## config.mk

```make
export PLATFORM = sky130hd
export DESIGN_NAME = lvdt_demod_avg
export DESIGN_NICKNAME = d
export VERILOG_FILES = /design/src/rtl/lvdt_demod_avg.sv
export SDC_FILE = /design/constraint.sdc
export NUM_CORES = 1
export LEC_CHECK = 0
export ABC_AREA = 1
export CAP_MARGIN = 20
export CELL_PAD_IN_SITES_DETAIL_PLACEMENT = 0
export CELL_PAD_IN_SITES_GLOBAL_PLACEMENT = 1
export CORE_ASPECT_RATIO = 0.9
export CORE_MARGIN = 2
export CORE_UTILIZATION = 46
export DETAILED_ROUTE_END_ITERATION = 6
export MAX_ROUTING_LAYER = met4
export PLACE_DENSITY = 0.85
export SETUP_SLACK_MARGIN = 0.1
export SYNTH_ARGS = -nofsm -noshare
export SYNTH_HDL_FRONTEND = slang
export SYNTH_SLANG_ARGS = --single-unit
```

## constraint.sdc

```tcl
create_clock -name mclk -period 8.6 [get_ports mclk]
set_input_delay 1.29 -clock mclk [delete_from_list [all_inputs] [get_ports mclk]]
set_output_delay 1.29 -clock mclk [all_outputs]
set_load 0.05 [all_outputs]
```

## src/rtl/lvdt_demod_avg.sv

```systemverilog
// LVDT synchronous demodulator: samples a thermometer-coded ADC once per excitation
// half-period and reports the average of 2^AVG_LOG2 positive-minus-negative differences.
module lvdt_demod_avg #(
  parameter int SAMPLE_DLY = 10,
  parameter int AVG_LOG2   = 3,
  parameter int TIMEOUT    = 64
) (
  input  logic              mclk,
  input  logic              mrst,
  input  logic              inp,
  input  logic [4:0]        adcbits,
  output logic signed [3:0] pos_data,
  output logic              pos_valid,
  input  logic              pos_ready,
  output logic              code_err,
  output logic              overrun,
  output logic              exc_lost
);
  localparam int ACC_W = 4 + AVG_LOG2;
  localparam int CNT_W = AVG_LOG2 + 1;
  localparam int WD_W  = $clog2(TIMEOUT + 1);
  localparam logic [CNT_W-1:0] CNT_FULL = CNT_W'(1 << AVG_LOG2);
  localparam logic [3:0]       PH_LAST  = 4'(SAMPLE_DLY - 1);
  localparam logic [WD_W-1:0]  WD_LAST  = WD_W'(TIMEOUT - 1);

  typedef enum logic [1:0] {SYNC, POS_HALF, NEG_HALF, LOST} state_t;

  state_t                  state_q, state_d;
  logic                    sync1_q, sync1_d, sync2_q, sync2_d, prev_q, prev_d;
  logic [3:0]              phase_q, phase_d;
  logic                    taken_q, taken_d;
  logic [2:0]              p_lvl_q, p_lvl_d, n_lvl_q, n_lvl_d;
  logic                    bad_q, bad_d;
  logic signed [ACC_W-1:0] sum_q, sum_d;
  logic [CNT_W-1:0]        cnt_q, cnt_d;
  logic [WD_W-1:0]         wd_q, wd_d;
  logic signed [3:0]       pos_data_q, pos_data_d;
  logic                    pos_valid_q, pos_valid_d;
  logic                    code_err_q, code_err_d;
  logic                    overrun_q, overrun_d;

  logic                    rise, fall, timeout;
  logic                    code_ok;
  logic [2:0]              lvl;
  logic                    in_half, sample_now, half_done, bad_now, new_result;
  logic [2:0]              p_cur, n_cur;
  logic signed [3:0]       diff;
  logic signed [ACC_W-1:0] sum_next;
  logic [CNT_W-1:0]        cnt_next;

  always_comb begin
    lvl     = 3'd0;
    code_ok = 1'b1;
    case (adcbits)
      5'b00001: lvl = 3'd1;
      5'b00011: lvl = 3'd2;
      5'b00111: lvl = 3'd3;
      5'b01111: lvl = 3'd4;
      5'b11111: lvl = 3'd5;
      default:  code_ok = 1'b0;
    endcase
  end

  // NOTE: every signal written here gets a default first, so no path can leave
  // one unassigned and infer a latch.
  always_comb begin
    sync1_d     = inp;
    sync2_d     = sync1_q;
    prev_d      = sync2_q;
    rise        = sync2_q & ~prev_q;
    fall        = ~sync2_q & prev_q;

    state_d     = state_q;
    phase_d     = phase_q;
    taken_d     = taken_q;
    p_lvl_d     = p_lvl_q;
    n_lvl_d     = n_lvl_q;
    bad_d       = bad_q;
    sum_d       = sum_q;
    cnt_d       = cnt_q;
    wd_d        = wd_q;
    pos_data_d  = pos_data_q;
    pos_valid_d = pos_valid_q;
    overrun_d   = overrun_q;
    code_err_d  = 1'b0;
    new_result  = 1'b0;
    timeout     = 1'b0;

    // A sample landing on the same clock as the closing strobe still counts.
    in_half    = (state_q == POS_HALF) || (state_q == NEG_HALF);
    sample_now = in_half && !taken_q && (phase_q == PH_LAST);
    half_done  = taken_q | sample_now;
    bad_now    = bad_q | (sample_now & ~code_ok);
    p_cur      = (sample_now && state_q == POS_HALF) ? lvl : p_lvl_q;
    n_cur      = (sample_now && state_q == NEG_HALF) ? lvl : n_lvl_q;
    diff       = $signed({1'b0, p_cur}) - $signed({1'b0, n_cur});
    sum_next   = sum_q + {{(ACC_W-4){diff[3]}}, diff};
    cnt_next   = cnt_q + CNT_W'(1);

    if (in_half && !taken_q) phase_d = phase_q + 4'd1;
    if (sample_now) begin
      taken_d    = 1'b1;
      code_err_d = ~code_ok;
      bad_d      = bad_now;
      if (state_q == POS_HALF) p_lvl_d = lvl;
      else                     n_lvl_d = lvl;
    end

    if (rise || fall)         wd_d = '0;
    else if (wd_q == WD_LAST) timeout = 1'b1;
    else                      wd_d = wd_q + WD_W'(1);

    case (state_q)
      SYNC, LOST: begin
        if (rise) begin
          state_d = POS_HALF;
          phase_d = '0;
          taken_d = 1'b0;
          bad_d   = 1'b0;
        end
      end
      POS_HALF: begin
        if (fall) begin
          state_d = NEG_HALF;
          phase_d = '0;
          taken_d = 1'b0;
          if (!half_done) bad_d = 1'b1;
        end
      end
      NEG_HALF: begin
        if (rise) begin
          if (!bad_now && half_done) begin
            if (cnt_next == CNT_FULL) begin
              new_result = 1'b1;
              sum_d      = '0;
              cnt_d      = '0;
            end else begin
              sum_d = sum_next;
              cnt_d = cnt_next;
            end
          end
          state_d = POS_HALF;
          phase_d = '0;
          taken_d = 1'b0;
          bad_d   = 1'b0;
        end
      end
      default: state_d = SYNC;
    endcase

    if (timeout) begin
      state_d = LOST;
      sum_d   = '0;
      cnt_d   = '0;
      bad_d   = 1'b0;
    end

    if (new_result) begin
      pos_data_d  = 4'(sum_next >>> AVG_LOG2);
      pos_valid_d = 1'b1;
      if (pos_valid_q && !pos_ready) overrun_d = 1'b1;
    end else if (pos_valid_q && pos_ready) begin
      pos_valid_d = 1'b0;
    end
  end

  // NOTE: state registers use non-blocking assignments so every flop samples
  // the values from before this edge, independent of statement order.
  always_ff @(posedge mclk) begin
    if (!mrst) begin
      state_q     <= SYNC;
      sync1_q     <= 1'b0;
      sync2_q     <= 1'b0;
      prev_q      <= 1'b0;
      phase_q     <= '0;
      taken_q     <= 1'b0;
      p_lvl_q     <= '0;
      n_lvl_q     <= '0;
      bad_q       <= 1'b0;
      sum_q       <= '0;
      cnt_q       <= '0;
      wd_q        <= '0;
      pos_data_q  <= '0;
      pos_valid_q <= 1'b0;
      code_err_q  <= 1'b0;
      overrun_q   <= 1'b0;
    end else begin
      state_q     <= state_d;
      sync1_q     <= sync1_d;
      sync2_q     <= sync2_d;
      prev_q      <= prev_d;
      phase_q     <= phase_d;
      taken_q     <= taken_d;
      p_lvl_q     <= p_lvl_d;
      n_lvl_q     <= n_lvl_d;
      bad_q       <= bad_d;
      sum_q       <= sum_d;
      cnt_q       <= cnt_d;
      wd_q        <= wd_d;
      pos_data_q  <= pos_data_d;
      pos_valid_q <= pos_valid_d;
      code_err_q  <= code_err_d;
      overrun_q   <= overrun_d;
    end
  end

  assign pos_data  = pos_data_q;
  assign pos_valid = pos_valid_q;
  assign code_err  = code_err_q;
  assign overrun   = overrun_q;
  assign exc_lost  = (state_q == LOST);

endmodule

```

==> results of run 1 <==
cell type report:
class                      instances  area (µm²)
fill                             482        2210
multi-input combinational        221        1300
sequential                        42         841
inverter                          51         191
timing repair buffer              16         160
tap                               65        81.3
clock buffer                       5        68.8
clock inverter                     3        43.8
through the flow:
| stage | hold WS [ns] | instance area (µm²) | util, % | total power, mW |
|---|---|---|---|---|
| final | 0.420 | 2680 | 54.8 | 0.409 |
| after global routing | 0.431 | 2680 | 54.8 | 0.430 |
| after CTS | 0.422 | 2680 | 54.8 | 0.416 |
| after detailed placement | 0.400 | 2570 | 52.5 | 0.255 |
| after global placement | 0.394 | 2570 | 52.5 | 0.255 |
| after floorplan | 0.390 | 2350 | - | 0.243 |
worst max-delay path: stages:
cell and delay, ns:
clkdlybuf4s50_1 0.50, nand2_1 0.09, nor2_2 0.16, nand2_1 0.06, nand3_1 0.10, mux2i_1 0.10
ha_1 0.24, fa_1 0.48, inv_1 0.06, fa_1 0.45, nand3_1 0.11, nand3_1 0.08
xnor2_1 0.27, nand3_1 0.11, nand2_1 0.08, nor2_1 0.05
sequential cells by signal (all words and copies together), names as in the netlist, 2 cells and up:
signal / cells
n_lvl_q: 3
state_q: 2
wd_q: 7
pos_data: 4
p_lvl_q: 3
cnt_q: 4
phase_q: 4
sum_q: 7
layer usage:
metal | up-vias | part of all wire [%]
met5 | - | 0
met2 | 23 | 40
met3 | 6 | 4.0
met4 | 0 | 1.4
met1 | 806 | 55
li1 | 1051 | -
how the worst min path moves through the flow:
stage | from | endpoint | slack [ns] | cells after the start
floorplan | sync1_q | prev_d | 0.39 | 2
global placement | sync1_q | prev_d | 0.39 | 2
detailed placement | sync1_q | prev_d | 0.40 | 2
CTS | sync1_q | prev_d | 0.42 | 2
global route | sync1_q | prev_d | 0.43 | 2
finish | sync1_q | prev_d | 0.42 | 2
cell families after synthesis:
family / after synthesis / synth area share, %
flip-flops: 42 / 35.7
buffers and inverters: 54 / 9.14
AND/OR/NAND/NOR: 150 / 29.4
XOR/XNOR: 9 / 3.35
AO/OA/AOI/OAI: 40 / 10.2
multiplexers: 1 / 0.425
adder cells (fa/ha/maj): 21 / 11.8
where the power goes:
part	leakage, nW	total [mW]	switching, mW	internal, mW
clock	0.0585	0.158	0.0715	0.0870
sequential	0.340	0.207	0.00638	0.201
combinational	0.868	0.0428	0.0249	0.0179
total	1.27	0.409	0.103	0.306
Yosys cell counts, types with 2 or more instances:
cell,count
a21oi_1,20
a21oi_2,3
dfxtp_1,42
fa_1,2
ha_1,19
inv_1,51
nand2_1,71
nand3_1,19
nand3_4,2
nand4_1,8
nor2_1,36
nor2_2,2
nor2_4,3
nor3_1,4
o21ai_0,9
xnor2_1,2
xor2_1,7
==> results.yml, run 1 <==
grt:
  first_global_vias: 1749
  groute.layer.met3.usage_pct: 4.28
  gr_util_met2_pct: 25.3
  global_route_wire_length_before_repair_mm: 7.58
  grtUsageMet1_pct: 23.9
  grt.busiest_layer: "met2"
  pin_count_of_the_biggest_net_entering_global_routing: 16
  antenna_violations_before_repair: 0
  grt_overflow_total: 0
  globalRouteTotalUtil_pct: 17.5
sta:
  report.final.hold_viol_count: 0
  slew_headroom_pct: 64.8
  final_count_of_negative_setup_slack_endpoints: 0
  max_clock_freq_ghz: 0.248
  period_needed_ns: 4.04
  timing.final.max_slew_violations: 0
  finalWorstSetupSlack_ns: 4.56
  timing.final.crit_share_pct: 46.9
  tns_ns: 0
  timing_worst_slew_pin_value_ns: 0.526
  rsz0062_at_grt: "false"
  final_clock_skew_ns: 0.00636
worst_hold_path:
  hold_path_class: "register to register"
setup_path:
  critical_path_class: "input port to register"
  setup.reg_to_reg.worst_slack_ns: 4.96
  start_kind: "input port"
  r2r_end: "pos_data[3]"
  worst_setup_path_end_kind: "register"
  data_required_time_of_the_worst_path_ns: 8.80
  critPathArrivalTime_ns: 4.24
  reg2reg_from: "state_q[0]"
  worst_setup_path_endpoint: "pos_data[1]"
  crit_path_start: "adcbits[0]"
  worstRegToRegCells: 21
  critPathMaxFanout: 4
drt:
  dr_total_vias: 1886
  finalWirelength_mm: 4.30
  1st_iter_drt_viols: 114
  viasPerCell: 4.68
  postRouteAntennaNets: 0
  drt_drc_violations_left: 0
  dr.pass1.iters: 4
  wl_per_cell_um: 10.7
logic_synthesis:
  synthArstFlopShare_pct: 0
  synth_enable_flop_cells: 0
  synth_cell_type_count: 34
  synth_fp_nets: 347
  synthTopCellsByArea: "dfxtp_1 (36%), nand2_1 (11%), ha_1 (10%)"
  syn_avg_cell_area_um2: 7.42
  synth.yosys.seq_area_share_pct: 35.7
  ys_ff_latch: 42
  postSynth.topFlopCell: "dfxtp_1"
  synthCells: 317
  synth_area_leader_cell: "dfxtp_1"
  synthesis.yosys.warnings: 0
  synthesis.area_um2: 2350
  synth_top_cell_area_share_pct: 35.7
clock_tree:
  cts.root.buffer_cell: "clkbuf_8"
  cts.repair.resized: 0
  post_cts_hold_buffer_count: 0
  cts_made_buffers: 5
  clkSlewWorstSetupHoldPaths_ns: 0.08
  clk-insertion-delay-late_ns: 0.30
  tritoncts_clock_tree: "done"
  htree_num_levels: 2
  clock_sink_count: 42
  post-cts-setup-buffer-count: 0
  clock_tree.buffer_depth: 2
pwr:
  vdd_ir_drop_max_uv: 97.5
  cellPowerDensity_nw_per_um2: 152
  static-leakage-power_nw: 1.27
placement:
  placement.io_buffers: 16
  place_congestion: 0.811
  post-dp-hpwl_mm: 3.23
  dp.cells: 395
  post-place-ws_ns: 4.28
finish:
  most-common-layout-cells: "nand2_1 (71), inv_1 (51), dfxtp_1 (42)"
  antenna-diode-count: 0
  synthToLayoutAreaGrowth_pct: 14.0
  post_layout_nonfiller_instances: 403
  design.final.nets: 367
  most_common_library_cell_in_the_layout_ignoring_fill_and_taps: "nand2_1"
  layout-drive-gt1-share_pct: 6.51
outcome:
  outcome: "finished clean"
floorplanning:
  top_level_ports: 17
  initial_utilization_pct: 48.1
  height_of_the_die_um: 71.9
  die-area_um2: 5700
  fp.dieW_um: 79.4
  fp-row-count: 24
  placeableCoreArea_um2: 4890
flow_run:
  max_cap_violations: 0
(Power assumes the default switching activity.)
==> run 2, diff against run 1 <==
CORE_UTILIZATION = 43   (was 46)
PLACE_DENSITY = 0.8   (was 0.85)
clock period = 3.9 ns   (was 8.6 ns; I/O delays follow)
==> results.yml, run 2 (synthesized netlist as in run 1, its figures left out) <==
outcome:
  outcome: "finished clean"
sta:
  timing.final.crit_share_pct: 90.5
  final_clock_skew_ns: 0.00825
  final_count_of_negative_setup_slack_endpoints: 0
  report.final.hold_viol_count: 0
  timing.final.max_slew_violations: 0
  slew_headroom_pct: 64.4
  max_clock_freq_ghz: 0.283
  rsz0062_at_grt: "false"
  period_needed_ns: 3.53
  tns_ns: 0
  timing_worst_slew_pin_value_ns: 0.532
floorplanning:
  die-area_um2: 6080
  placeableCoreArea_um2: 5260
  initial_utilization_pct: 44.8
  height_of_the_die_um: 74.2
  fp.dieW_um: 82.0
  top_level_ports: 17
  fp-row-count: 25
finish:
  most-common-layout-cells: "nand2_1 (70), inv_1 (51), dfxtp_1 (41)"
  synthToLayoutAreaGrowth_pct: 13.5
  filler_cell_count: 551
  layout-drive-gt1-share_pct: 7.40
  antenna-diode-count: 0
  design.final.nets: 367
  finalInstanceArea_um2: 2670
  most_common_library_cell_in_the_layout_ignoring_fill_and_taps: "nand2_1"
  reg_top3: "sum_q: 7 flops, wd_q: 7 flops"
clock_tree:
  cts.root.buffer_cell: "clkbuf_8"
  cts_made_buffers: 5
  tritoncts_clock_tree: "done"
  clock_sink_count: 42
  clk-insertion-delay-late_ns: 0.30
  htree_num_levels: 2
  clock_tree.buffer_depth: 2
  clkSlewWorstSetupHoldPaths_ns: 0.08
  post_cts_hold_buffer_count: 0
placement:
  placement.io_buffers: 16
  postPlaceCellArea_um2: 2570
  place_congestion: 0.840
  post-dp-hpwl_mm: 3.37
drt:
  postRouteAntennaNets: 0
  1st_iter_drt_viols: 80
  wl_per_cell_um: 11.1
  finalWirelength_mm: 4.51
  drt_drc_violations_left: 0
  dr.pass1.iters: 4
  dr_total_vias: 1956
  viasPerCell: 4.83
setup_path:
  critPathArrivalTime_ns: 3.73
  worstRegToRegCells: 18
  setup.reg_to_reg.worst_slack_ns: 0.37
  critical_path_class: "register to register"
  start_kind: "register"
  worst_setup_path_end_kind: "register"
  r2r_end: "pos_data[1]"
  data_required_time_of_the_worst_path_ns: 4.10
  critPathMaxFanout: 6
  reg2reg_from: "state_q[0]"
pwr:
  vdd_ir_drop_max_uv: 204
  static-leakage-power_nw: 1.25
  cellPowerDensity_nw_per_um2: 313
worst_hold_path:
  timing.hold.worst.start: "sync1_q"
  holdPathStages: 2
  hold_path_class: "register to register"
  min_to: "prev_d"
flow_run:
  max_cap_violations: 0
grt:
  pin_count_of_the_biggest_net_entering_global_routing: 16
  grt_overflow_total: 0
  antenna_violations_before_repair: 0
  globalRouteTotalUtil_pct: 16.8
  first_global_vias: 1750
  global_route_wire_length_before_repair_mm: 7.63
## run 2: per-layer routing
metal | share of wire (%) | track usage [%] | wire [µm] | vias up
met2 | 41 | 24.6 | 1840 | 25
li1 | - | - | - | 1053
met5 | 0 | - | 0 | -
met1 | 54 | 22.6 | 2460 | 871
met4 | 1.7 | 6.67 | 78 | 0
met3 | 3.1 | 3.76 | 140 | 7
## run 2: worst max path at each step
stage,startpoint,to,slack (ns),cells after the start
floorplan,state_q[0],pos_data[3],0.70,23
global placement,state_q[0],pos_data[3],0.25,23
detailed placement,state_q[0],pos_data[3],0.24,23
CTS,state_q[0],pos_data[3],0.21,23
global route,state_q[0],pos_data[0],0.12,19
finish,state_q[0],pos_data[1],0.37,18
## run 2: final cells by class
cell class | instances | area (µm²) | area share (%)
multi-input cells | 221 | 1300 | 48.8
clock inverters | 3 | 21.3 | 0.796
repair buffers | 16 | 160 | 6.00
flip-flops and latches | 42 | 842 | 31.5
clock buffers | 5 | 68.8 | 2.58
inverters | 51 | 191 | 7.17
well taps | 67 | 83.8 | 3.14
## run 2: critical path, stage by stage, from the launching register on
cell and delay [ns]:
dfxtp_2 0.37, inv_1 0.05, ha_1 0.32, nor2_4 0.19, nand3_4 0.14, inv_1 0.11, nand2_1 0.15, nand2_1 0.09
o21ai_0 0.08, ha_1 0.21, fa_1 0.48, inv_1 0.07, fa_1 0.45, nand3_1 0.11, nand3_1 0.08, xnor2_1 0.28
nand3_1 0.12, nand2_1 0.09, nor2_1 0.05
## run 2: power by group
part,switching [mW],internal [mW],total [mW]
registers,0.0143,0.444,0.458
logic,0.0566,0.0398,0.0964
clock network,0.155,0.126,0.281
total,0.226,0.609,0.835
## run 2: what timing repair did
item / 4_1_cts / 5_1_grt
buffers inserted: 0 / 0
endpoints found under the setup margin: 0 / 8
resized for setup: 0 / 6
## run 2: per-stage QoR
| stage | utilization, % | hold slack, ns | setup WS (ns) | cells | power [mW] |
|---|---|---|---|---|---|
| floorplan | - | 0.390 | 0.697 | 317 | 0.537 |
| global placement | 49.0 | 0.394 | 0.251 | 397 | 0.562 |
| detailed placement | 49.0 | 0.411 | 0.238 | 397 | 0.563 |
| CTS | 50.7 | 0.425 | 0.210 | 405 | 0.852 |
| global route | 50.8 | 0.455 | 0.118 | 405 | 0.882 |
| finish | 50.8 | 0.419 | 0.369 | 405 | 0.835 |
==> run 3, diff against run 2 <==
SLEW_MARGIN = 20   (was default)
==> results of run 3 <==
The final DEF is identical to that of run 2; final timing and power are the same.
